<file path="config.mk">
export PLATFORM = sky130hd
export DESIGN_NAME = spk_out
export DESIGN_NICKNAME = d
export VERILOG_FILES = /design/src/rtl/spk_out.sv
export SDC_FILE = /design/constraint.sdc
export NUM_CORES = 1
export LEC_CHECK = 0
export ABC_AREA = 0
export CORE_AREA = 10 10 307 309
export DETAILED_ROUTE_END_ITERATION = 8
export DIE_AREA = 0 0 317 319
export GPL_TIMING_DRIVEN = 1
export PLACE_DENSITY = 0.61
export SETUP_SLACK_MARGIN = 0.1
export SLEW_MARGIN = 20
export SYNTH_ARGS = -nofsm -noshare
export SYNTH_HDL_FRONTEND = slang
export SYNTH_SLANG_ARGS = --single-unit
</file>
<file path="constraint.sdc">
create_clock -name clk_spk_out -period 7.9 [get_ports clk_spk_out]
set_input_delay 1.185 -clock clk_spk_out [delete_from_list [all_inputs] [get_ports clk_spk_out]]
set_output_delay 1.185 -clock clk_spk_out [all_outputs]
set_load 0.005 [all_outputs]
</file>
<file path="src/rtl/spk_out.sv">
// Transmit side of the node flit link: arbitrates soma spikes and config flits into a FIFO
// and emits them toward the router under credit-based flow control.
module spk_out #(
  parameter int unsigned B           = 4,
  parameter int unsigned FW          = 59,
  parameter int unsigned FTW         = 3,
  parameter int unsigned SW          = 24,
  parameter int unsigned CREDIT_INIT = 16
) (
  input  logic            clk_spk_out,
  input  logic            rst_n,
  input  logic            soma_spk_out_vld,
  input  logic [FTW-1:0]  soma_spk_out_type,
  input  logic [SW-1:0]   soma_spk_out_data,
  output logic            spk_out_soma_busy,
  input  logic            config_spk_out_vld,
  input  logic [FW-1:0]   config_spk_out_data,
  output logic            spk_out_config_busy,
  output logic [FW-1:0]   flit_out,
  output logic            flit_out_wr,
  input  logic            credit_in,
  output logic            spk_out_credit_err,
  output logic            spk_out_idle
);

  localparam int unsigned DEPTH = 1 << B;

  typedef enum logic [FTW-1:0] {
    FT_SPIKE    = FTW'(0),
    FT_DATA     = FTW'(1),
    FT_DATA_END = FTW'(2),
    FT_WRITE    = FTW'(6),
    FT_READ     = FTW'(7)
  } flit_type_e;

  logic [FW-1:0]  mem [DEPTH];
  logic [B-1:0]   wr_ptr, rd_ptr;
  logic [B:0]     fifo_cnt;
  logic [B:0]     credit_cnt;
  logic           full, empty;
  logic           push_cfg, push_soma, push, pop;
  logic [FTW-1:0] soma_type_fixed;
  logic [FW-1:0]  soma_flit, push_flit;
  logic           credit_at_max;

  assign full  = (fifo_cnt == (B+1)'(DEPTH));
  assign empty = (fifo_cnt == '0);

  assign spk_out_config_busy = full;
  assign spk_out_soma_busy   = full || config_spk_out_vld;

  assign push_cfg  = config_spk_out_vld && !full;
  assign push_soma = soma_spk_out_vld && !spk_out_soma_busy;
  assign push      = push_cfg || push_soma;
  assign pop       = !empty && (credit_cnt != '0);

  // Soma may only emit spike-class types; anything else is sent as a plain SPIKE.
  always_comb begin
    soma_type_fixed = FT_SPIKE;
    case (soma_spk_out_type)
      FT_SPIKE, FT_DATA, FT_DATA_END: soma_type_fixed = soma_spk_out_type;
      default:                        soma_type_fixed = FT_SPIKE;
    endcase
  end

  assign soma_flit = {soma_type_fixed, {(FW-FTW-SW){1'b0}}, soma_spk_out_data};
  assign push_flit = push_cfg ? config_spk_out_data : soma_flit;

  always_ff @(posedge clk_spk_out) begin
    if (push) mem[wr_ptr] <= push_flit;
  end

  always_ff @(posedge clk_spk_out or negedge rst_n) begin
    if (!rst_n) begin
      wr_ptr   <= '0;
      rd_ptr   <= '0;
      fifo_cnt <= '0;
    end else begin
      if (push) wr_ptr <= wr_ptr + 1'b1;
      if (pop)  rd_ptr <= rd_ptr + 1'b1;
      case ({push, pop})
        2'b10:   fifo_cnt <= fifo_cnt + 1'b1;
        2'b01:   fifo_cnt <= fifo_cnt - 1'b1;
        default: fifo_cnt <= fifo_cnt;
      endcase
    end
  end

  always_ff @(posedge clk_spk_out or negedge rst_n) begin
    if (!rst_n) begin
      flit_out    <= '0;
      flit_out_wr <= 1'b0;
    end else begin
      flit_out_wr <= pop;
      if (pop) flit_out <= mem[rd_ptr];
    end
  end

  assign credit_at_max = (credit_cnt == (B+1)'(CREDIT_INIT));

  // A credit arriving while already full-up saturates and flags the error instead of wrapping.
  always_ff @(posedge clk_spk_out or negedge rst_n) begin
    if (!rst_n) begin
      credit_cnt         <= (B+1)'(CREDIT_INIT);
      spk_out_credit_err <= 1'b0;
    end else begin
      case ({credit_in, pop})
        2'b01: credit_cnt <= credit_cnt - 1'b1;
        2'b10: begin
          if (credit_at_max) spk_out_credit_err <= 1'b1;
          else               credit_cnt <= credit_cnt + 1'b1;
        end
        default: credit_cnt <= credit_cnt;
      endcase
    end
  end

  assign spk_out_idle = empty && !flit_out_wr;

endmodule

</file>
-- After elaboration in Yosys (flattened, before gate mapping)
Memory sizes are Yosys's and may differ from the RTL's. A register that Yosys moved wholly into a read port is not among the register bits.
Index checks and enable logic that the tools add are counted.
Widths: inputs -> output; s select.
- add/sub/neg operators: 6
- eq/ne operators: 9
- mux-type cells: 7
- reductions and logical operators: 19
- operators by type and width (cell ; number):
    $mux 59 ; 1
    $pmux 5 s2 ; 2
    $add 5x1->5 const B ; 2
    $eq 5x5->1 const B ; 2
    $sub 5x1->5 const B ; 2
    $add 4x1->4 const B ; 2
    $logic_not 1->1 ; 5
    $logic_not 5->1 ; 1
    $mux 5 ; 1
    $reduce_bool 5->1 ; 1
    $eq 2x1->1 const B ; 2
    $eq 2x2->1 const B ; 2
    $logic_and 1x1->1 ; 4
    $reduce_and 2->1 ; 2
    $reduce_bool 2->1 ; 2
    $eq 3x1->1 const B ; 1
    $eq 3x2->1 const B ; 1
    $logic_not 3->1 ; 1
    $mux 3 ; 1
    $reduce_or 3->1 ; 1
    $logic_or 1x1->1 ; 2
    $mux 1 ; 2
    $ne 2x2->1 const B ; 1
- register bits: 20
- bits in writable memories: 944
- bits of input ports: 91
- output and inout bits: 64
- memories kept: 1
- memory list (name ; depth ; bits a word ; read ports ; clocked after memory_dff ; write ports ; line ; text):
    mem ; 16 ; 59 ; 1 ; 1 ; 1 ; 36 ; logic [FW-1:0] mem [DEPTH];

-- Depth between registers and ports, before layout
- depth after elaboration: 7
- mapped depth: 13
- depth with buffers taken out: 10

-- Least setup slack after synthesis
No wires, ideal clock.
- path type: in2reg
- start: input config_spk_out_vld
- end: memory mem[3][0], enable pin
- data arrival time: 5879 ps
- data required time: 7352 ps
- slack: 1473 ps
- cell stages on the path: 4
- path through: nor2_1 -> a21oi_1 -> nand2_1 -> nor3_1
- cells in the longest elaborated chain, start to end: 6
- elaborated cells on any way between the ends: 7
- classes of those cells: mux (2); reduce/logical (5)
- ends and longest elaborated chain (what ; line ; text):
    start, declared ; 16 ; input logic config_spk_out_vld,
    $logic_or 1x1->1 ; 50 ; assign spk_out_soma_busy = full || config_spk_out_vld;
    $logic_not 1->1 ; 53 ; assign push_soma = soma_spk_out_vld && !spk_out_soma_busy;
    $logic_and 1x1->1 ; 53 ;
    $logic_or 1x1->1 * ; 54 ; assign push = push_cfg || push_soma;
    $mux 1 * ; 70 ; if (push) mem[wr_ptr] <= push_flit;
    $mux 1 (not written as such) * ; 70 ;
    end, declared ; 36 ;
Mark *: on every way between the ends. The rest lies on a longest branch, timed or not.

-- Final worst setup path
- start: input config_spk_out_vld
- end: memory mem[7][10], enable pin
The elaborated chain is that of the path after synthesis.

==> summary.md <==
| Metric | Value |
|---|---|
| DR WL/cell | about 28 µm |
| Setup Viol. Count Final | 0 |
| Count of different cell masters after synthesis | 51 |
| Vias in the first global route | around 20000 |
| Final GP Congestion | 0.768 |
| Ant. Diodes | 0 |
| Seq/Total Area, Yosys | roughly 77% |
| Post-Syn Nets | 1887 |
| Leading area contributor after synthesis | edfxtp_1 |
| Number of buffers on the longest clock path | 3 |
| Number of gates resized after cts | 0 |
| Startpoint types | input pin |
| Power Density | roughly 380 nW/µm² |
| Setup Skew | 43.7 ps |
| R2r setup slk | slightly above 4000 ps |
| Fmax | between 0.2 and 0.25 GHz |
| CTS tree | built |
| Fin crit period | ~4300 ps |
| Core Footprint | 88000 µm² |
| Rel. slew slack | a little under a quarter |
| Vias after detailed routing | 18800 |
| Fin area | 45700 µm² |
| Post-Syn Area | just under 40000 µm² |
| MaxCap Viol Count | 0 |
| Area Overhead vs Synth | 16.3% |
| HP Class | flip-flop to flip-flop |
| Clock share of power | 27.7% |
| Setup_tns | 0 ps |
| Post-CTS setup buffer count | 0 |
| Mapped Avg Cell Area | 22.0 µm² |
| DRC errors left | 0 |
| Fraction of final layout cells with drive strength greater than 1 | 26.1% |
| CTS Sinks | 1023 |
| Cell family with most CP delay | simple AND/OR/NAND/NOR gates |
| P_sw | 5180 µW |
| Routed Wire Length | slightly below 90000 µm |
| CTS Buf Count | 103 |
| Buf/Inv on CP | 3 |
| Area post-placement | about 42000 µm² |
| Remaining global-route overflow | 0 |
| # H-tree levels | 3 |
| Ys Warns | 0 |
| Final Hold Fails | 0 |
| Post-CTS Hold Fix Bufs | 0 |
| Most frequent cells in the layout | edfxtp_1 (944), mux4_2 (236), clkdlybuf4s50_1 (152), o22ai_1 (118), clkbuf_16 (104) |
| Max Slew Vio Count | 0 |
| Leakage power | roughly 0.015 µW |
| Die Area | 101000 µm² |
| Root Buffer | clkbuf_16 |
| FP Rows | between 100 and 150 |
| PortBufs | about 150 |
| Smallest hold slack | around 500 ps |
| Most common cell after layout, fill and taps aside | edfxtp_1 |
| CP cell instances | buf_2 > buf_4 > nor2_1 > a21oi_1 > nand2_1 > nor2_4 > buf_4 |
| CP peak stage delay | roughly 810 ps |
| Worst-path clk slew | 60 ps |
| Dpl hpwl | approximately 50000 µm |
| EDFF count, synth | between 900 and 1000 |
| FFs w/ async S/R, synth | 7.72% |
| First-pass GRT wire length | about 130000 µm |
| RSZ-0062 raised after global routing | false |
| Internal | 12100 µW |
| Synth area leaders | edfxtp_1 (72%), mux4_2 (14%), dfrtp_1 (5.0%), mux2_2 (1.9%), o22ai_1 (1.9%) |
| Final period utilization | ~54% |
| Starting DRC count in detailed routing | roughly 2000 |
| Crit. End Element | flip-flop |
| Top_reg_cell synth | edfxtp_1 |
| Critical-path top delay cell | nor2_4 |
| Post-route ant nets | 0 |
| Status | complete, no violations |
| CP arrival | between 4000 and 5000 ps |
| Worst path most repeated cell | buf_4 |
| Largest net degree at the start of global routing | between 100 and 150 |
| TritonRoute pass-1 iters | 5 |
| Antenna violations before repair | 1 |
| Actual slew at the worst max-slew pin | 1150 ps |
| Crit Path Class | input pin to flip-flop |
| Fin util | 52.0% |
| Initial Util | around 45% |
| Clk_lat worst skew | about 680 ps |
| Flops & latches, synth | between 1000 and 1500 |
| Worst VDD drop | ~330 µV |
| Register share of total power | 43.4% |
| Chip height | 319 µm |
| Logic pwr share | around 29% |
| Sw Ratio | roughly 30% |
| Die extent in x | approximately 320 µm |
| Crit Path Max Fanout | 36 |
| Total track usage | between 10% and 20% |
| Cells after synthesis | approximately 1800 |
| Final nets | roughly 2100 |
| # IOs | 155 |
| Area share of the leading cell type in the synthesized netlist | between 70% and 80% |
| Avg Vias per Cell | approximately 5.8 |
| Worst Path Required | 8180 ps |
synth_stat cells, drive strengths merged (2+ instances only):
library cell	n
a21oi	64
mux2	90
nand4	2
ha	12
o21ai	3
inv	7
clkbuf	62
nand3	2
nor3	6
and3	33
o22ai	119
buf	47
nand2	9
xor2	6
nor3b	2
nor2	17
or4	2
edfxtp	944
a211oi	2
o21a	2
xnor2	9
nor4	2
nand2b	7
dfrtp	78
a21o	2
and2	2
a221oi	2
mux4	236
worst register-to-register path, stage by stage (launching register included):
cell	delay (ps)
dfrtp_1	540
nor4_4	130
a21oi_1	780
nand2_1	480
nor2_4	810
buf_4	690
per-stage QoR:
stage | total power, µW | cells | worst slack (ps)
after floorplan | 10800 | 1783 | 1470
after global placement | 12500 | 3023 | 2940
after detailed placement | 12700 | 3026 | 2920
after CTS | 17500 | 3222 | 3610
after global routing | 18000 | 3224 | 3360
final | 17200 | 3224 | 3630
path summary, 6_finish.rpt:
kind | start | end | cells after the start
max | config_spk_out_vld | mem[7][10]$_DFFE_PP_ | 7
min | spk_out_credit_err$_DFFE_PN0P_ | spk_out_credit_err$_DFFE_PN0P_ | 1
max reg2reg | fifo_cnt[1]$_DFFE_PN0P_ | mem[7][10]$_DFFE_PP_ | 5
min reg2reg | spk_out_credit_err$_DFFE_PN0P_ | spk_out_credit_err$_DFFE_PN0P_ | 1
max in group asynchronous | rst_n | rd_ptr[3]$_DFFE_PN0P_ | 2
min in group asynchronous | rst_n | flit_out[28]$_DFFE_PN0P_ | 1
registers in the layout (all words and copies together), names as in the netlist:
| name | flops |
|---|---|
| mem | 944 |
| wr_ptr | 4 |
| fifo_cnt | 5 |
| flit_out_wr | 1 |
| credit_cnt | 5 |
| flit_out | 59 |
| rd_ptr | 4 |
| spk_out_credit_err | 1 |
power groups by stage:
stage | logic (µW) | registers, µW | clock network [µW]
2_1_floorplan | 3450 | 7360 | 0
3_3_place_gp | 4960 | 7570 | 0
3_5_place_dp | 5040 | 7620 | 0
4_1_cts | 5060 | 7520 | 4880
5_1_grt | 5360 | 7580 | 5110
6_report | 4980 | 7490 | 4780
area by class of cell:
cell class,count,area (µm²)
Inverter,7,26.3
Timing Repair Buffer,189,1930
Fill cell,6794,42300
Multi-Input combinational cell,644,8570
Tap cell,1165,1460
Clock inverter,31,367
Sequential cell,1023,30300
Clock buffer,165,3010
kinds of logic after synthesis:
family                   count (synthesis)  synth area share, %
XOR/XNOR                                15                0.334
buffers and inverters                  116                 1.37
flip-flops                            1023                 77.2
adder cells (fa/ha/maj)                 13                0.433
AND/OR/NAND/NOR                         88                 1.29
AO/OA/AOI/OAI                          202                 3.12
multiplexers                           326                 16.3
metal layers:
| layer | wire [µm] | vias up | track usage (%) | part of all wire [%] |
|---|---|---|---|---|
| met5 | 0 | - | 0 | 0 |
| met4 | 1630 | 0 | 4.58 | 1.8 |
| met3 | 6940 | 111 | 4.08 | 7.7 |
| met2 | 43600 | 680 | 28.0 | 49 |
| met1 | 37300 | 10100 | 24.6 | 42 |
| li1 | - | 7899 | - | - |
(Power assumes the default switching activity.)
